$ cat config.mk
export PLATFORM = sky130hd
export DESIGN_NAME = alu_shift_sequencer
export DESIGN_NICKNAME = d
export VERILOG_FILES = /design/src/rtl/alu_shift_sequencer_pkg.sv /design/src/rtl/alu_shift_1bit_stage.sv /design/src/rtl/alu_shift_sequencer.sv
export SDC_FILE = /design/constraint.sdc
export NUM_CORES = 1
export LEC_CHECK = 0
export CAP_MARGIN = 40
export CELL_PAD_IN_SITES_DETAIL_PLACEMENT = 0
export CELL_PAD_IN_SITES_GLOBAL_PLACEMENT = 1
export CORE_ASPECT_RATIO = 1.4
export CORE_MARGIN = 2
export CORE_UTILIZATION = 34
export DETAILED_ROUTE_END_ITERATION = 16
export PLACE_DENSITY = 0.83
export REMOVE_ABC_BUFFERS = 1
export SLEW_MARGIN = 25
export SYNTH_ARGS = -nofsm -noshare
export SYNTH_HDL_FRONTEND = slang
export SYNTH_HIERARCHICAL = 1
export SYNTH_SLANG_ARGS = --single-unit
$ cat constraint.sdc
create_clock -name clk -period 1.4 [get_ports clk]
set_input_delay 0.28 -clock clk [delete_from_list [all_inputs] [get_ports clk]]
set_output_delay 0.28 -clock clk [all_outputs]
set_load 0.02 [all_outputs]
$ cat src/rtl/alu_shift_sequencer_pkg.sv
// Shared op-code and state encodings for the ALU shift path.
// The ALU decoder and the testbench import the same definitions.
package alu_shift_sequencer_pkg;

  localparam logic [1:0] OP_SLL = 2'b00;
  localparam logic [1:0] OP_SRL = 2'b01;
  localparam logic [1:0] OP_SRA = 2'b10;
  localparam logic [1:0] OP_ROR = 2'b11;

  typedef enum logic [1:0] {
    S_IDLE  = 2'b00,
    S_SHIFT = 2'b01,
    S_DONE  = 2'b10
  } state_t;

endpackage

$ cat src/rtl/alu_shift_1bit_stage.sv
// Single-position shift stage; the fill bit depends on the selected op.
module alu_shift_1bit_stage
  import alu_shift_sequencer_pkg::*;
#(
  parameter int N = 8
) (
  input  logic [N-1:0] A,
  input  logic [1:0]   op,
  output logic [N-1:0] Z
);

  // One-position shift with op-selected fill
  always_comb begin
    Z = A;
    case (op)
      OP_SLL:  Z = {A[N-2:0], 1'b0};
      OP_SRL:  Z = {1'b0, A[N-1:1]};
      OP_SRA:  Z = {A[N-1], A[N-1:1]};
      OP_ROR:  Z = {A[0], A[N-1:1]};
      default: Z = A;
    endcase
  end

endmodule

$ cat src/rtl/alu_shift_sequencer.sv
// Multi-cycle shift sequencer: reuses one single-position stage for up to
// N-1 cycles and holds the result until the consumer acks it.
//
//   state   | meaning
//   --------+---------------------------------------------
//   S_IDLE  | ready for a new operation
//   S_SHIFT | shifting one position per cycle, counting down
//   S_DONE  | result on z, waiting for ack
module alu_shift_sequencer
  import alu_shift_sequencer_pkg::*;
#(
  parameter int N  = 8,
  parameter int SW = $clog2(N)
) (
  input  logic          clk,
  input  logic          rstb,
  input  logic          start,
  input  logic [1:0]    op,
  input  logic [N-1:0]  a,
  input  logic [SW-1:0] shamt,
  output logic          ready,
  output logic          busy,
  output logic          valid,
  output logic [N-1:0]  z,
  input  logic          ack
);

  state_t        state, state_n;
  logic [N-1:0]  work, work_n;
  logic [SW-1:0] cnt, cnt_n;
  logic [1:0]    op_q, op_n;
  logic [N-1:0]  stage_z;

  alu_shift_1bit_stage #(.N(N)) u_stage (
    .A  (work),
    .op (op_q),
    .Z  (stage_z)
  );

  // State, work register, counter and latched op; synchronous reset
  always_ff @(posedge clk) begin
    if (!rstb) begin
      state <= S_IDLE;
      work  <= '0;
      cnt   <= '0;
      op_q  <= OP_SLL;
    end else begin
      state <= state_n;
      work  <= work_n;
      cnt   <= cnt_n;
      op_q  <= op_n;
    end
  end

  // Next-state, datapath next values and one-hot status outputs
  always_comb begin
    state_n = state;
    work_n  = work;
    cnt_n   = cnt;
    op_n    = op_q;
    ready   = 1'b0;
    busy    = 1'b0;
    valid   = 1'b0;
    case (state)
      S_IDLE: begin
        ready = 1'b1;
        if (start) begin
          work_n  = a;
          op_n    = op;
          cnt_n   = shamt;
          state_n = (shamt == '0) ? S_DONE : S_SHIFT;
        end
      end
      S_SHIFT: begin
        busy   = 1'b1;
        work_n = stage_z;
        cnt_n  = cnt - SW'(1);
        if (cnt == SW'(1)) state_n = S_DONE;
      end
      S_DONE: begin
        valid = 1'b1;
        if (ack) state_n = S_IDLE;
      end
      default: state_n = S_IDLE;
    endcase
  end

  assign z = work;

endmodule
==> results.cfg, run 1 <==
[place]
dp_cells = 162
place_ws_ps = -104
placement.io_buffers = 27
gp_congestion = 0.780
hpwl_um = 1580

[worst_hold_path]
hp-class = flop to flop

[timing]
hold_viol = 0
worst_pin_slew_ps = 252
fin_crit_ps = 1370
post-route-period-util = 0.978
rsz0062_at_grt = true
fin_skew_ps = 1.33
finalSetupTns_ps = 0
clock.fmax_mhz = 730
setup_ws_ps = 30.8
relSlewSlack = 0.830
setup-violations-final = 0
slew_violations = 0

[cts]
clockRootBuffer = clkbuf_4
clock-sinks = 15
cts_buffers = 3
clkTransAtPathRegs_ps = 100
cts_max_path_buffers = 2
clk_latency_ps = 290
postCtsSetupBuffers = 0
cts_hold_buf = 0
cts_tree = done
htreeDepth = 1

[die]
core_area_um2 = 2620
dieArea_um2 = 3150
start_util = 0.353
ios = 28
dieHeight_um = 65.7
rows = 22
die_x_um = 48.0

[final_layout]
drive_above_1_share = 0.254
nets = 150
fillers = 260
multi_input_area_um2 = 554
antennaDiodeCount = 0
syn_to_final_growth_pct = 39.8
instances_no_fill = 166
seqCellArea_um2 = 304

[yosys]
yosys.area_share.simple = 0.180
synth_compound_area_frac = 0.187
yosysMostFrequentCell = dfxtp_1
synth_seq_cells = 15
synth_area_leaders = dfxtp_1 33%, mux2i_1 11%, o211a_1 9.8%, mux2_2 7.3%, nor2b_1 3.4%
yosys.area.top_type = dfxtp_1
synth.avg_cell_area_um2 = 10.0
synth_seq_area_share = 0.325
ys_async_sr_fraction = 0
synthTopCellsByCount = 15 x dfxtp_1, 10 x mux2i_1, 9 x o211a_1
syn_inst = 92
synth.distinct_cells = 32
synth_edf_count = 0
synth-adder-area-share = 0.0271
netlist.area_leader.share = 0.325
yosysWarnings = 6
syn_area_um2 = 923
synth_xor_area_frac = 0
muxShareOfSynthArea = 0.206
ys.flop_type = dfxtp_1
synth_top_family_by_area = multiplexers

[global_routing]
grt_max_degree = 15
grt_pass1_vias = 749
antenna_found_initial = 0
grt_pass1_wl_um = 3320
grt_overflow = 0
grt_usage = 0.148

[routing]
avgViaCountPerCell = 4.84
wl_um = 2050
drc = 0
vias = 803
first_pass_iters = 4
first_iter_violations = 2
drtAntennaViolNets = 0
wl_per_cell_um = 12.3

[critical_path]
critical_path_class = flop to flop
crit_fanout = 8
ff2ff_setup_slack_ps = 30
cp.required_ps = 1600
endpoint_kind = flop
arrival_ps = 1570
cp-start-kind = flop

[power_and_ir_drop]
p_leak_nw = 0.641
ir_drop_uv = 548
power.density_nw_per_um2 = 1010

[run]
maxCapViolCount = 0

[run_status]
status = complete, no violations
path summary, 6_finish.rpt:
path            from  endpoint  cells past startpoint
max          op_q[0]      z[3]                      5
min           cnt[1]    cnt[1]                      1
max reg2reg  op_q[0]      z[3]                      5
min reg2reg   cnt[1]    cnt[1]                      1
cells in the final DEF (no fill, tap or decap), types with 3 or more instances in the layout:
cell and count:
clkbuf_4 3, dlygate4sd2_1 8, mux2i_1 10, nor2b_1 5, buf_4 14, nand2b_1 3, o211a_1 9, clkdlybuf4s50_1 16
dfxtp_2 3, mux2_2 6, inv_1 4, dfxtp_1 12, nand2_1 8, a21oi_1 4
registers in the layout, summed over array words and instances (netlist names):
register  count
cnt           3
z             8
state         2
op_q          2
power by group:
| group | internal [mW] | switching (mW) |
|---|---|---|
| logic | 0.272 | 0.234 |
| clock network | 0.107 | 0.157 |
| registers | 0.486 | 0.0521 |
logic make-up after synthesis:
group	after synthesis
compound gates	21
simple gates	26
flops	15
fa+ha+maj	2
buf+inv	10
mux	18
critical path, stage by stage, from the launching register on:
cell	delay (ps)
dfxtp_2	360
nor2_4	220
mux2_2	360
mux2i_1	170
nand2_2	60
o211a_1	110
what timing repair did:
action	4_1_cts	5_1_grt
pin swaps	0	1
endpoints found under the setup margin	11	7
cloned	0	0
resized for setup	20	4
through the flow:
stage / hold slack (ps) / cell area, µm² / util / total power [mW]
detailed placement: 491 / 1280 / 0.490 / 1.09
CTS: 514 / 1290 / 0.494 / 1.32
global placement: 493 / 1280 / 0.490 / 1.08
global route: 555 / 1290 / 0.494 / 1.40
floorplan: 408 / 870 / - / 0.847
finish: 511 / 1290 / 0.494 / 1.31
layout make-up:
| type | count | area share |
|---|---|---|
| clock buffer | 3 | 0.0174 |
| multi-input combinational | 67 | 0.429 |
| tap | 36 | 0.0349 |
| clock inverter | 1 | 0.00388 |
| inverter | 4 | 0.0116 |
| timing repair buffer | 40 | 0.267 |
| sequential | 15 | 0.235 |
routing by layer:
metal | up-vias | routed length (µm) | GRT usage
met4 | 0 | 31 | 0.0811
met5 | - | 0 | 0
met2 | 22 | 1030 | 0.235
met1 | 371 | 873 | 0.170
met3 | 3 | 105 | 0.0412
li1 | 407 | - | -
(Power assumes the default switching activity.)
==> run 2: changes to the inputs <==
- GPL_TIMING_DRIVEN: not set -> 0
==> results.cfg, run 2 (synthesis results as in run 1) <==
[run_status]
status = finished with violations
violations = negative setup slack

[critical_path]
ff2ff_setup_slack_ps = -20
cp.required_ps = 1120
arrival_ps = 1220
crit_fanout = 8
r2r_start = op_q[1]
reg2reg_to = z[3]
cp-start-kind = flop
critical_path_class = flop to output pin
r2r_cells = 5
endpoint_kind = output pin

[timing]
slew_violations = 0
rsz0062_at_grt = true
fin_skew_ps = 3.58
setup-violations-final = 3
relSlewSlack = 0.634
whs_ps = 509
fin_crit_ps = 1500
setup_ws_ps = -98.9
post-route-period-util = 1.07
hold_viol = 0
clock.fmax_mhz = 667
worst_pin_slew_ps = 547

[cts]
cts_hold_buf = 0
clockRootBuffer = clkbuf_4
cts_tree = done
clkTransAtPathRegs_ps = 100
cts_buffers = 3
clk_latency_ps = 290
htreeDepth = 1
clock-sinks = 15
cts_max_path_buffers = 2

[global_routing]
grt_pass1_vias = 739
grt_usage = 0.141
grt_pass1_wl_um = 3180
antenna_found_initial = 0
grt_overflow = 0
grt_max_degree = 20

[final_layout]
layout_common_cells = 16 x clkdlybuf4s50_1, 11 x dfxtp_1, 10 x mux2i_1, 9 x o211a_1
post-route-cell-area_um2 = 1290
largest_register_ffs = 8
mostFrequentLayoutCell = clkdlybuf4s50_1
nets = 144
syn_to_final_growth_pct = 40.1
fillers = 252
antennaDiodeCount = 0
drive_above_1_share = 0.234

[die]
dieArea_um2 = 3150
rows = 22
start_util = 0.353
dieHeight_um = 65.7
ios = 28
die_x_um = 48.0
core_area_um2 = 2620

[place]
gp_congestion = 0.740
placement.io_buffers = 27
hpwl_um = 1340
place_area_um2 = 1200

[routing]
first_pass_iters = 2
wl_per_cell_um = 12.3
drc = 0
drtAntennaViolNets = 0
avgViaCountPerCell = 4.78
vias = 764
first_iter_violations = 3
wl_um = 1970

[power_and_ir_drop]
p_leak_nw = 0.640
seq_power_share = 0.412
power.internal_mw = 0.882
ir_drop_uv = 688
power.density_nw_per_um2 = 1030
clkPwrFrac = 0.196
combinationalPowerShare = 0.392
p_switching_mw = 0.447
switching_share = 0.336

[run]
maxCapViolCount = 0

[worst_hold_path]
whs_path_depth = 1
hp-start = cnt[1]
min_to = cnt[1]
hp-class = flop to flop
run 2: changes by cell type in the layout (fill, tap and decap cells not counted):
cell / change
buf_12: +1
buf_4: -8
buf_6: +1
dfxtp_1: -1
dfxtp_2: -2
dfxtp_4: +3
mux2_2: -6
mux2_4: +6
o21ba_1: -1
o21ba_2: +1
run 2: layout make-up:
cell class | instances | area [µm²] | share of cell area
clock buffers | 3 | 22.5 | 0.0174
clock inverters | 1 | 5.00 | 0.00387
inverters | 4 | 15.0 | 0.0116
multi-input cells | 67 | 577 | 0.446
flip-flops and latches | 15 | 313 | 0.242
well taps | 36 | 45.0 | 0.0348
repair buffers | 34 | 317 | 0.245
run 2: timing repair:
item / CTS / global route
hold endpoints to repair: 0 / 0
resized for setup: 30 / 7
endpoints found under the setup margin: 21 / 11
buffers inserted: 2 / 4
pin swaps: 1 / 1
run 2: layer usage:
layer,GRT usage,vias up,share of wire,wire (µm)
met2,0.230,19,0.49,963
li1,-,399,-,-
met1,0.168,344,0.46,914
met4,0.0709,0,0.0071,14
met5,0,-,0,0
met3,0.0247,2,0.040,79
run 2: power groups by stage:
| stage | registers [mW] | logic, mW | clock network, mW |
|---|---|---|---|
| floorplan | 0.597 | 0.249 | 0 |
| global placement | 0.577 | 0.452 | 0 |
| detailed placement | 0.559 | 0.490 | 0 |
| CTS | 0.546 | 0.494 | 0.270 |
| global route | 0.558 | 0.568 | 0.286 |
| finish | 0.547 | 0.522 | 0.260 |
run 2: worst max path at each step:
| stage | startpoint | to | slack, ps | cells after the start |
|---|---|---|---|---|
| 5_1_grt | state[0] | ready | -160 | 4 |
| 2_1_floorplan | state[0] | cnt[1] | -270 | 3 |
| 6_report | state[0] | ready | -100 | 4 |
| 4_1_cts | state[0] | ready | -140 | 4 |
| 3_5_place_dp | start | cnt[1] | -450 | 4 |
| 3_3_place_gp | state[0] | cnt[1] | -640 | 3 |
run 2: per-stage QoR:
step	setup slack (ps)	setup TNS, ps	instances	power (mW)	utilization
6_report	-98.9	-124	160	1.33	0.495
5_1_grt	-156	-558	160	1.41	0.495
3_3_place_gp	-642	-7970	149	1.03	0.453
4_1_cts	-137	-160	156	1.31	0.482
2_1_floorplan	-267	-2360	86	0.847	-
3_5_place_dp	-451	-5160	150	1.05	0.459
run 2: worst max-delay path, stage by stage (launching register included):
cell     delay [ps]
dfxtp_4         390
buf_12          130
or2_1           220
inv_1            70
buf_6           110
